### src/rtl/skip_add_pkg.sv
// Shared types and constants for the skip-add accumulator.
package skip_add_pkg;

  localparam int DATA_W = 32;
  localparam logic [DATA_W-1:0] SAT_VALUE = 32'hFFFF_FFFF;

  typedef enum logic [1:0] {
    IDLE  = 2'd0,
    ACCUM = 2'd1,
    HOLD  = 2'd2
  } state_t;

endpackage

### src/rtl/skip_add_accumulator_if.sv
// Beat-in / result-out handshake bundle for the skip-add accumulator.
interface skip_add_accumulator_if
  import skip_add_pkg::*;
#(
  parameter int CNT_W = 8
) ();

  logic              in_valid;
  logic              in_ready;
  logic [DATA_W-1:0] in_data;
  logic              in_last;
  logic              out_valid;
  logic              out_ready;
  logic [DATA_W-1:0] out_sum;
  logic              out_carry;
  logic [CNT_W-1:0]  out_count;

  modport master (
    output in_valid, in_data, in_last, out_ready,
    input  in_ready, out_valid, out_sum, out_carry, out_count
  );

  modport slave (
    input  in_valid, in_data, in_last, out_ready,
    output in_ready, out_valid, out_sum, out_carry, out_count
  );

endinterface

### src/rtl/carry_skip_adder.sv
// 32-bit carry-skip adder: 4-bit ripple blocks whose carry bypasses a block
// when every bit of that block propagates.
module carry_skip_adder
  import skip_add_pkg::*;
(
  input  logic [DATA_W-1:0] a,
  input  logic [DATA_W-1:0] b,
  output logic [DATA_W-1:0] s,
  output logic              c
);

  localparam int BLK  = 4;
  localparam int NBLK = DATA_W / BLK;

  always_comb begin
    logic bc;
    logic rc;
    logic prop;
    s    = '0;
    bc   = 1'b0;
    rc   = 1'b0;
    prop = 1'b0;
    for (int i = 0; i < NBLK; i++) begin
      rc   = bc;
      prop = 1'b1;
      for (int j = 0; j < BLK; j++) begin
        s[i*BLK+j] = a[i*BLK+j] ^ b[i*BLK+j] ^ rc;
        rc         = (a[i*BLK+j] & b[i*BLK+j]) | (rc & (a[i*BLK+j] ^ b[i*BLK+j]));
        prop       = prop & (a[i*BLK+j] ^ b[i*BLK+j]);
      end
      // A fully-propagating block forwards its incoming carry unchanged.
      bc = prop ? bc : rc;
    end
    c = bc;
  end

endmodule

### src/rtl/skip_add_accumulator.sv
// Packet accumulator: sums accepted beats through one carry-skip adder and
// presents sum/sticky carry/beat count until taken. ACC_SAT_EN selects clamping.
module skip_add_accumulator
  import skip_add_pkg::*;
#(
  parameter int CNT_W = 8
) (
  input  logic                   clk,
  input  logic                   rst_n,
  skip_add_accumulator_if.slave  bus
);

  state_t            state;
  logic [DATA_W-1:0] acc;
  logic              carry;
  logic [CNT_W-1:0]  count;
  logic              valid;

  logic [DATA_W-1:0] add_sum;
  logic              add_c;
  logic [DATA_W-1:0] next_acc;
  logic              accept;

  function automatic logic [CNT_W-1:0] sat_inc(input logic [CNT_W-1:0] v);
    return (&v) ? v : v + 1'b1;
  endfunction

  carry_skip_adder u_adder (
    .a (acc),
    .b (bus.in_data),
    .s (add_sum),
    .c (add_c)
  );

`ifdef ACC_SAT_EN
  // Once any carry has occurred in the packet the sum stays pinned at full scale.
  assign next_acc = (carry || add_c) ? SAT_VALUE : add_sum;
`else
  assign next_acc = add_sum;
`endif

  assign accept = bus.in_valid && bus.in_ready;

  always_ff @(posedge clk) begin
    if (!rst_n) begin
      state <= IDLE;
      acc   <= '0;
      carry <= 1'b0;
      count <= '0;
      valid <= 1'b0;
    end else begin
      case (state)
        IDLE, ACCUM: begin
          if (accept) begin
            acc   <= next_acc;
            carry <= carry | add_c;
            count <= sat_inc(count);
            if (bus.in_last) begin
              state <= HOLD;
              valid <= 1'b1;
            end else begin
              state <= ACCUM;
            end
          end
        end
        HOLD: begin
          if (bus.out_ready) begin
            state <= IDLE;
            valid <= 1'b0;
            acc   <= '0;
            carry <= 1'b0;
            count <= '0;
          end
        end
        default: begin
          state <= IDLE;
          valid <= 1'b0;
        end
      endcase
    end
  end

  // Ready is withheld while reset is held so no beat is consumed during it.
  assign bus.in_ready  = rst_n && (state != HOLD);
  assign bus.out_valid = valid;
  assign bus.out_sum   = acc;
  assign bus.out_carry = carry;
  assign bus.out_count = count;

endmodule

### src/flat_wrapper.sv
// flat-port wrapper written by rule: the top's interface ports become plain ports
module skip_add_accumulator_flat import skip_add_pkg::*;
#(
  parameter int CNT_W = 8
)
  (clk, rst_n, bus_in_valid, bus_in_data, bus_in_last, bus_out_ready, bus_in_ready, bus_out_valid, bus_out_sum, bus_out_carry, bus_out_count);
  skip_add_accumulator_if #(.CNT_W(CNT_W)) bus_i ();
  input  logic clk;
  input  logic rst_n;
  input wire logic [$bits(bus_i.in_valid)-1:0] bus_in_valid;
  input wire logic [$bits(bus_i.in_data)-1:0] bus_in_data;
  input wire logic [$bits(bus_i.in_last)-1:0] bus_in_last;
  input wire logic [$bits(bus_i.out_ready)-1:0] bus_out_ready;
  output wire logic [$bits(bus_i.in_ready)-1:0] bus_in_ready;
  output wire logic [$bits(bus_i.out_valid)-1:0] bus_out_valid;
  output wire logic [$bits(bus_i.out_sum)-1:0] bus_out_sum;
  output wire logic [$bits(bus_i.out_carry)-1:0] bus_out_carry;
  output wire logic [$bits(bus_i.out_count)-1:0] bus_out_count;
  assign bus_i.in_valid = bus_in_valid;
  assign bus_i.in_data = bus_in_data;
  assign bus_i.in_last = bus_in_last;
  assign bus_i.out_ready = bus_out_ready;
  assign bus_in_ready = bus_i.in_ready;
  assign bus_out_valid = bus_i.out_valid;
  assign bus_out_sum = bus_i.out_sum;
  assign bus_out_carry = bus_i.out_carry;
  assign bus_out_count = bus_i.out_count;
  skip_add_accumulator #(.CNT_W(CNT_W)) u_core (.clk(clk), .rst_n(rst_n), .bus(bus_i));
endmodule
### config.mk
export PLATFORM = sky130hd
export DESIGN_NAME = skip_add_accumulator_flat
export DESIGN_NICKNAME = d
export VERILOG_FILES = /design/src/rtl/skip_add_pkg.sv /design/src/rtl/skip_add_accumulator_if.sv /design/src/rtl/carry_skip_adder.sv /design/src/rtl/skip_add_accumulator.sv /design/src/flat_wrapper.sv
export SDC_FILE = /design/constraint.sdc
export NUM_CORES = 1
export LEC_CHECK = 0
export BUFFER_PORTS_ARGS = -buffer_cell sky130_fd_sc_hd__buf_2
export CORE_MARGIN = 2
export CORE_UTILIZATION = 58
export DETAILED_ROUTE_END_ITERATION = 16
export GPL_TIMING_DRIVEN = 1
export PLACE_DENSITY = 0.86
export SYNTH_ARGS = -nofsm -noshare
export SYNTH_HDL_FRONTEND = slang
export SYNTH_HIERARCHICAL = 1
export SYNTH_SLANG_ARGS = --single-unit
### constraint.sdc
create_clock -name clk -period 25.9 [get_ports clk]
set_input_delay 3.885 -clock clk [delete_from_list [all_inputs] [get_ports clk]]
set_output_delay 3.885 -clock clk [all_outputs]
set_load 0.05 [all_outputs]
==> impl_metrics.tcl, run 1 <==
set metrics [dict create \
    status "complete, no violations" \
    synth_edf_count 0 \
    numCtsBuffers 5 \
    min_to "u_core/bus.out_sum[0]" \
    dp_hpwl_um 4890 \
    setup_violations 0 \
    clk_pin_slew_ps 80 \
    postSynth.asyncResetShare 0 \
    insertion_delay_ps 290 \
    area_growth_pct 15.6 \
    antenna_found_initial 0 \
    cp-end-kind "flop" \
    port_buffers 79 \
    reg2regPathDepth 58 \
    leakage_nw 1.71 \
    fin_total_pwr_uw 184 \
    seqPwrFrac 0.423 \
    arrival_ps 18430 \
    syn-cell-area_um2 3110 \
    cts_tree "done" \
    intPower_uw 119 \
    place.gp.congestion 0.906 \
    post_cts_buffers 0 \
    drcViolationCount 0 \
    p_clk_frac 0.280 \
    syn_nets 436 \
    ys_seq_area_frac 0.284 \
    cts_root_buf "clkbuf_8" \
    overflow 0 \
    grt_max_degree 41 \
    io_pins 80 \
    grt_usage 0.232 \
    drv_slew 0 \
    post-route-min-period_ps 18260 \
    worst_pin_slew_ps 983 \
    hp-start "u_core/bus.out_sum[0]" \
    critical_path.most_common_cell "fa_1" \
    htreeDepth 2 \
    critical_path.startpoint_type "input port" \
    holdBufCountCts 0 \
    synth_ff_type "dfxtp_1" \
    grt_pass1_wl_um 11300 \
    fin_tns_setup_ps 0 \
    ys_ff_latch 44 \
    finalCritPeriodShare 0.705 \
    reg2reg_setup_slack_ps 10970 \
    layout-drive-gt1-share 0.226 \
    min_path_cells 2 \
    worstHoldPathType "reg -> reg" \
    post_drt_via_cell_ratio 5.47 \
    crit_type "in -> reg" \
    nNetsFinal 507 \
    max_freq_mhz 54.8 \
    setup_ws_ps 7640 \
    max_stage_delay_ps 410 \
    ys_types 37 \
    initial_core_util 0.604 \
    rows 26 \
    hold_violations 0 \
    required_ps 26070 \
    dieArea_um2 5960 \
    ant_nets 0 \
    grt_pass1_vias 2472 \
    core-area_um2 5140 \
    synth_cells 335 \
    wl_per_cell_um 13.6 \
    combPwrFrac 0.296 \
    die_w_um 77.2 \
    p_sw_frac 0.355 \
    clock_path_buffers 2 \
    irDropWorstVdd_mv 0.0301 \
    drtIter0Drc 166 \
    timing.rr.end "u_core/bus.out_carry" \
    fill_cells 443 \
    dp_slack_ps 7390 \
    timing.max_cap.violations 0 \
    rsz0062_at_grt "false" \
    cts.sinks 44 \
    worstPathMaxFanout 3 \
    power.switching_uw 65.3 \
    startpoint "bus_in_data[0]" \
    syn-mean-instance-area_um2 9.27 \
    wirelength_um 6510 \
    power_density_nw_per_um2 51.2 \
    vias 2610 \
    dr.pass1.iters 4 \
    r2r-start "u_core/bus.out_sum[0]" \
    cts.repair.resized 0 \
    n_antenna_cell 0 \
    holdWs_ps 472 \
    clock_skew_ps 5.79 \
    utilization 0.698 \
    crit_path_top_delay_cell "fa_1" \
    die_h_um 77.2 \
    ys_warn_count 6 \
    slew_headroom 0.343 \
]
[Yosys cell counts, drive strengths merged, types with 3 or more instances]
library cell  instances  area (um2)
fa                   31         621
ha                   33         413
nand3b                3        22.5
dfxtp                44         881
and2                  3        18.8
inv                  18        67.6
buf                   8        72.6
nand2                46         173
a21oi                45         229
nand3                35         175
nand2b                3        18.8
and4                  4        35.0
nor2                 15        56.3
a31oi                 6        37.5
dlymetal6s2s          3        37.5
nand4                 9        56.3
nor3                  3        15.0
clkbuf                7        26.3
[metrics by stage]
stage | cell area (um2) | instances
after CTS | 3590 | 477
after detailed placement | 3480 | 469
after floorplan | 3110 | 335
final | 3590 | 477
after global placement | 3480 | 469
after global routing | 3590 | 477
[kinds of logic (layout without fill, tap and decap cells)]
group | Yosys count | count (layout) | synth area share
adder cells (fa/ha/maj) | 64 | 64 | 0.333
AO/OA/AOI/OAI | 61 | 61 | 0.110
AND/OR/NAND/NOR | 128 | 128 | 0.201
buffers and inverters | 36 | 108 | 0.0657
flip-flops | 44 | 44 | 0.284
multiplexers | 2 | 2 | 0.00685
[power groups by stage]
stage                     registers (mW)  clock network (mW)  logic [mW]
after detailed placement          0.0796                   0      0.0546
after floorplan                   0.0935                   0      0.0254
after CTS                         0.0780              0.0535      0.0548
after global placement            0.0793                   0      0.0530
after global routing              0.0791              0.0555      0.0603
final                             0.0778              0.0515      0.0545
[worst max-delay path by stage]
stage | end | slack (ps) | cells after the start
4_1_cts | u_core/bus.out_carry | 7670 | 59
3_3_place_gp | u_core/bus.out_carry | 7680 | 59
5_1_grt | u_core/bus.out_carry | 6960 | 59
2_1_floorplan | u_core/bus.out_carry | 8440 | 58
3_5_place_dp | u_core/bus.out_carry | 7390 | 59
6_report | u_core/bus.out_carry | 7640 | 59
[cell type report]
type	count	area [um2]	area share
clock inverters	2	35.0	0.00976
inverters	18	67.6	0.0188
flip-flops and latches	44	881	0.245
well taps	70	87.6	0.0244
clock buffers	6	72.6	0.0202
multi-input cells	255	2030	0.565
repair buffers	82	418	0.116
[sequential cells by signal (all words and copies together), names as in the netlist]
register and count:
u_core/bus.out_valid 1, u_core/bus.out_count 8, u_core/state 2, u_core/bus.out_carry 1
u_core/bus.out_sum 32
[critical path, delay by kind of cell]
kind	cells	cell delay (ps)
AOI/OAI and AO/OA	7	1070
muxes	1	140
buffers and inverters	7	570
and+or+nand+nor	12	1250
adders and majority gates	32	11530
[cell usage in the layout, fill, tap and decap left out, types with 3 or more instances in the layout]
master	instances
a21oi_1	44
a31oi_1	6
and2_1	3
and4_1	4
buf_2	79
buf_4	3
clkbuf_8	5
dfxtp_1	44
fa_1	31
ha_1	33
inv_1	18
nand2_1	46
nand2b_1	3
nand3_1	35
nand3b_1	3
nand4_1	9
nor2_1	15
nor3_1	3
[layer usage]
layer	global-route usage	routed length (um)
met1	0.306	2960
met3	0.0412	318
met5	0	0
met4	0.0643	64
met2	0.390	3170
Power figures use the tool's default switching activity.
==> run 2, diff against run 1 <==
--- a/config.mk
+++ b/config.mk
@@ -7,10 +7,10 @@
 export LEC_CHECK = 0
 export BUFFER_PORTS_ARGS = -buffer_cell sky130_fd_sc_hd__buf_2
 export CORE_MARGIN = 2
-export CORE_UTILIZATION = 58
+export CORE_UTILIZATION = 54
 export DETAILED_ROUTE_END_ITERATION = 16
 export GPL_TIMING_DRIVEN = 1
-export PLACE_DENSITY = 0.86
+export PLACE_DENSITY = 0.81
 export SYNTH_ARGS = -nofsm -noshare
 export SYNTH_HDL_FRONTEND = slang
 export SYNTH_HIERARCHICAL = 1
==> constraint.sdc (replaced) <==
create_clock -name clk -period 17.1 [get_ports clk]
set_input_delay 2.565 -clock clk [delete_from_list [all_inputs] [get_ports clk]]
set_output_delay 2.565 -clock clk [all_outputs]
set_load 0.05 [all_outputs]
==> run 2 against run 1 <==
Clock-buffer cell count is 1 higher. Critical path depth stayed put. Sequential cell count is the same. Register-to-register slack lost 8300 ps. Total power increased by 48%. Critical endpoint unchanged.
==> impl_metrics.tcl, run 2 (synthesized netlist as in run 1, its figures left out) <==
set metrics [dict create \
    leakage_nw 1.69 \
    post-route-min-period_ps 16480 \
    layout-drive-gt1-share 0.252 \
    slew_headroom 0.318 \
    clk_pin_slew_ps 90 \
    n_antenna_cell 0 \
    die_w_um 79.8 \
    grt_pass1_wl_um 11600 \
    drtIter0Drc 132 \
    dieArea_um2 6370 \
    arrival_ps 16660 \
    final_common_cell "buf_2" \
    cts_root_buf "clkbuf_8" \
    dpl-instance-area_um2 3490 \
    nNetsFinal 508 \
    crit_path_top_delay_cell "fa_1" \
    finalCritPeriodShare 0.964 \
    critical_path.startpoint_type "input port" \
    wl_per_cell_um 14.7 \
    grt_max_degree 41 \
    drv_slew 0 \
    status "complete, no violations" \
    dr.pass1.iters 6 \
    grt_pass1_vias 2549 \
    hold_violations 0 \
    numCtsBuffers 5 \
    port_buffers 79 \
    use_met1 0.290 \
    max_freq_mhz 60.7 \
    post_cts_buffers 0 \
    use_met3 0.0419 \
    dp_slack_ps -5.36 \
    max_stage_delay_ps 410 \
    fin_total_pwr_uw 272 \
    area_growth_pct 16.3 \
    initial_core_util 0.561 \
    use_met2 0.408 \
    clock_skew_ps 7.30 \
    htreeDepth 2 \
    die_h_um 79.8 \
    dp_hpwl_um 5100 \
    largest_reg_flops 32 \
    post_drt_via_cell_ratio 5.40 \
    fin_tns_setup_ps 0 \
    core-area_um2 5540 \
    worstPathMaxFanout 2 \
    cts_tree "done" \
    crit_type "in -> reg" \
    cts.sinks 44 \
    drcViolationCount 0 \
    required_ps 17280 \
    setup_ws_ps 617 \
    utilization 0.652 \
    io_pins 80 \
    timing.max_cap.violations 0 \
    overflow 0 \
    setup_violations 0 \
    layout_common_cells "buf_2, nand2_1, a21oi_1, dfxtp_1, nand3_1" \
    ant_nets 0 \
    antenna_found_initial 0 \
    wirelength_um 7040 \
    busiest_layer "met2" \
    irDropWorstVdd_mv 0.0529 \
    vias 2593 \
    critical_path.most_common_cell "fa_1" \
    cp-end-kind "flop" \
    postLayoutCellArea_um2 3610 \
    place.gp.congestion 0.880 \
    worst_pin_slew_ps 1020 \
    power_density_nw_per_um2 75.4 \
    insertion_delay_ps 290 \
    clock_path_buffers 2 \
    grt_usage 0.230 \
    rows 27 \
    worstHoldPathType "reg -> reg" \
]
-- run 2: cell types whose count changed in the layout (fill, tap and decap cells not counted) --
cell / change
clkinv_2: -1
bufinv_16: -1
a21boi_2: +1
nor2_1: -2
a21boi_0: -1
nor2_2: +2
buf_4: +1
fa_1: -7
clkbuf_8: +1
fa_2: +7
clkinvlp_4: +1
-- run 2: critical path: cells and delay by family --
kind	cells	cell delay [ps]
fa+ha+maj	32	11240
simple gates	12	1210
compound gates	7	950
buf+inv	7	540
mux	1	140
-- run 2: worst paths after layout --
| check | endpoint | cells after the start | startpoint | slack [ps] |
|---|---|---|---|---|
| worst max register to register | u_core/bus.out_carry | 58 | u_core/bus.out_sum[0] | 2630 |
| worst min-delay path | u_core/bus.out_sum[0] | 2 | u_core/bus.out_sum[0] | 480 |
| worst max-delay path | u_core/bus.out_carry | 59 | bus_in_data[0] | 620 |
| worst min register to register | u_core/bus.out_sum[0] | 2 | u_core/bus.out_sum[0] | 480 |
-- run 2: routing by layer --
metal  up-vias  routed length, um
met5         -                  0
met4         0                 35
met3         2                365
met2        67               3590
li1       1274                  -
met1      1250               3060
-- run 2: metrics by stage --
step                hold WS (ps)  cells
floorplan                    511    335
global placement             458    472
detailed placement           472    472
CTS                          485    480
global route                 511    480
finish                       476    480
-- run 2: where the power goes --
group | switching (mW) | total, mW | internal [mW]
clock | 0.0365 | 0.0694 | 0.0329
sequential | 0.00899 | 0.118 | 0.109
combinational | 0.0566 | 0.0848 | 0.0282
-- run 2: cell type report --
class	instances	area (um2)
Timing Repair Buffer	83	425
Clock buffer	7	86.3
Tap cell	72	90.1
Clock inverter	1	7.51
Inverter	18	67.6
Fill cell	488	1930
Multi-Input combinational cell	255	2050
Sequential cell	44	881
-- run 2: what timing repair did --
action	CTS	global route
gates resized for setup	0	11
hold buffers	0	0
endpoints found under the setup margin	0	2
==> run 3, diff against run 2 <==
--- a/config.mk
+++ b/config.mk
@@ -13,5 +13,4 @@
 export PLACE_DENSITY = 0.81
 export SYNTH_ARGS = -nofsm -noshare
 export SYNTH_HDL_FRONTEND = slang
-export SYNTH_HIERARCHICAL = 1
 export SYNTH_SLANG_ARGS = --single-unit
==> run 3 against run 2 <==
Global-route usage down 1.4 points. Sequential power about the same. Synthesized cell count up 8.1%. Synthesized area up 4.5%. Clock power is 2% lower. Maximum frequency barely moved. Via count grew 1.3%. Non-clock buffer count fell by 1. Final area rose by 4.5%. Routed wire length fell by 7.1%. Largest cell class unchanged.
==> impl_metrics.tcl, run 3 <==
set metrics [dict create \
    antenna_found_initial 0 \
    io_pins 80 \
    finalCritPeriodShare 0.964 \
    ant_nets 0 \
    clock_path_buffers 2 \
    nNetsFinal 537 \
    final_common_cell "buf_2" \
    grt_pass1_vias 2527 \
    rsz0062_at_grt "false" \
    syn-cell-area_um2 3240 \
    worst_pin_slew_ps 601 \
    dieArea_um2 6640 \
    area_growth_pct 16.3 \
    cp-end-kind "flop" \
    ys_seq_area_frac 0.272 \
    wl_per_cell_um 12.8 \
    layout_common_cells "buf_2, inv_1, dfxtp_1" \
    grt_usage 0.216 \
    max_stage_delay_ps 420 \
    synth_cells 362 \
    ys_types 34 \
    required_ps 17340 \
    cts.sinks 44 \
    crit_type "in -> reg" \
    holdBufCountCts 0 \
    yosysMostFrequentCell "inv_1" \
    yosys-top-cells-count "inv_1, dfxtp_1, a21oi_1, ha_1" \
    synth_ff_type "dfxtp_1" \
    cts_root_buf "clkbuf_8" \
    worstPathMaxFanout 3 \
    min_path_cells 2 \
    power_density_nw_per_um2 76.8 \
    postSynth.asyncResetShare 0 \
    hp-start "u_core.bus.out_sum[0]" \
    min_to "u_core.bus.out_sum[0]" \
    fin_tns_setup_ps 0 \
    irDropWorstVdd_mv 0.0582 \
    rows 28 \
    timing.rr.end "u_core.bus.out_sum[31]" \
    numCtsBuffers 5 \
    max_freq_mhz 60.6 \
    fill_cells 524 \
    reg2reg_setup_slack_ps 2580 \
    dr.pass1.iters 6 \
    dp_slack_ps 204 \
    setup_violations 0 \
    r2r-start "u_core.bus.out_sum[0]" \
    insertion_delay_ps 300 \
    dp_hpwl_um 4890 \
    vias 2626 \
    die_h_um 81.5 \
    yosys.area.top_type_share 0.272 \
    clk_pin_slew_ps 80 \
    post_drt_via_cell_ratio 5.13 \
    drtIter0Drc 69 \
    setup_ws_ps 612 \
    reg2regPathDepth 54 \
    cts_tree "done" \
    synth_top_area_cell "dfxtp_1" \
    drcViolationCount 0 \
    synth_edf_count 0 \
    overflow 0 \
    critical_path.startpoint_type "input port" \
    slew_headroom 0.600 \
    initial_core_util 0.555 \
    critical_path.most_common_cell "fa_1" \
    timing.max_cap.violations 0 \
    ys_ff_latch 44 \
    largest_reg_flops 32 \
    worstHoldPathType "reg -> reg" \
    ys_warn_count 0 \
    place.gp.congestion 0.817 \
    status "complete, no violations" \
    leakage_nw 1.77 \
    drv_slew 0 \
    crit_path_top_delay_cell "fa_1" \
    grt_pass1_wl_um 11200 \
    wirelength_um 6540 \
    clock_skew_ps 4.45 \
    htreeDepth 2 \
    synth_area_leaders "dfxtp_1, fa_1, ha_1" \
    core-area_um2 5850 \
    arrival_ps 16720 \
    die_w_um 81.5 \
    n_antenna_cell 0 \
    post-route-min-period_ps 16490 \
    layout-drive-gt1-share 0.220 \
    hold_violations 0 \
    syn-mean-instance-area_um2 8.96 \
    syn_nets 463 \
    grt_max_degree 63 \
    port_buffers 79 \
]
[run 3: changes by cell type in the layout (fill, tap and decap cells not counted), moves of 5 or more]
cell / delta
nand2_1: -30
inv_1: +45
nor3_1: +26
xor2_1: +6
a31oi_1: -5
fa_2: -5
nand3_1: -29
fa_1: +5
a21oi_1: -11
nor2b_1: +30
[run 3: cells by family after synthesis]
kind of cell | after synthesis | synth area share
and+or+nand+nor | 117 | 0.194
buffers and inverters | 78 | 0.0983
adders and majority gates | 64 | 0.319
AOI/OAI and AO/OA | 53 | 0.101
DFF | 44 | 0.271
xor gates and xnor gates | 6 | 0.0162
[run 3: cell type report]
class | count | area [um2] | share of cell area
Inverter | 63 | 236 | 0.0627
Clock buffer | 6 | 82.6 | 0.0219
Clock inverter | 2 | 10.0 | 0.00265
Sequential cell | 44 | 881 | 0.233
Multi-Input combinational cell | 240 | 2050 | 0.544
Timing Repair Buffer | 82 | 418 | 0.111
Tap cell | 75 | 93.8 | 0.0249
[run 3: per-stage QoR]
| stage | util | cell area, um2 | power (mW) | hold slack (ps) | instances |
|---|---|---|---|---|---|
| final | 0.645 | 3770 | 0.290 | 472 | 512 |
| after global routing | 0.645 | 3770 | 0.313 | 505 | 512 |
| after CTS | 0.642 | 3760 | 0.292 | 481 | 511 |
| after detailed placement | 0.627 | 3670 | 0.223 | 468 | 503 |
| after global placement | 0.627 | 3670 | 0.219 | 462 | 503 |
| after floorplan | - | 3240 | 0.197 | 545 | 362 |
[run 3: worst max-delay path by stage]
stage / start / end / slack (ps) / cells after the start
final: bus_in_data[0] / u_core.bus.out_sum[31] / 610 / 55
after global routing: bus_in_data[0] / u_core.bus.out_sum[31] / 30 / 55
after CTS: bus_in_data[0] / u_core.bus.out_sum[31] / 470 / 55
after detailed placement: bus_in_data[0] / u_core.bus.out_sum[31] / 200 / 55
after global placement: bus_in_data[0] / u_core.bus.out_sum[31] / 490 / 55
after floorplan: bus_in_data[0] / u_core.bus.out_sum[31] / 1070 / 54
[run 3: critical path: cells and delay by family]
family	cells	cell delay, ps
compound gates	8	1180
fa+ha+maj	32	11610
buf+inv	5	320
simple gates	10	1050
[run 3: repair_timing]
item | 4_1_cts | 5_1_grt
resized for setup | 0 | 5
endpoints found under the setup margin | 0 | 2
buffers inserted | 0 | 1
[run 3: power breakdown]
| part | switching [mW] | total [mW] | internal (mW) | leakage (nW) |
|---|---|---|---|---|
| Clock | 0.0360 | 0.0682 | 0.0323 | 0.0510 |
| Sequential | 0.00787 | 0.118 | 0.110 | 0.359 |
| Combinational | 0.0681 | 0.103 | 0.0353 | 1.36 |
| Total | 0.112 | 0.290 | 0.178 | 1.77 |
[run 3: layer usage]
layer  wire (um)  global-route usage  up-vias
met3         350              0.0582        6
li1            -                   -     1295
met5           0                   0        -
met4          61              0.0610        0
met1        2800               0.273     1274
met2        3330               0.364       51
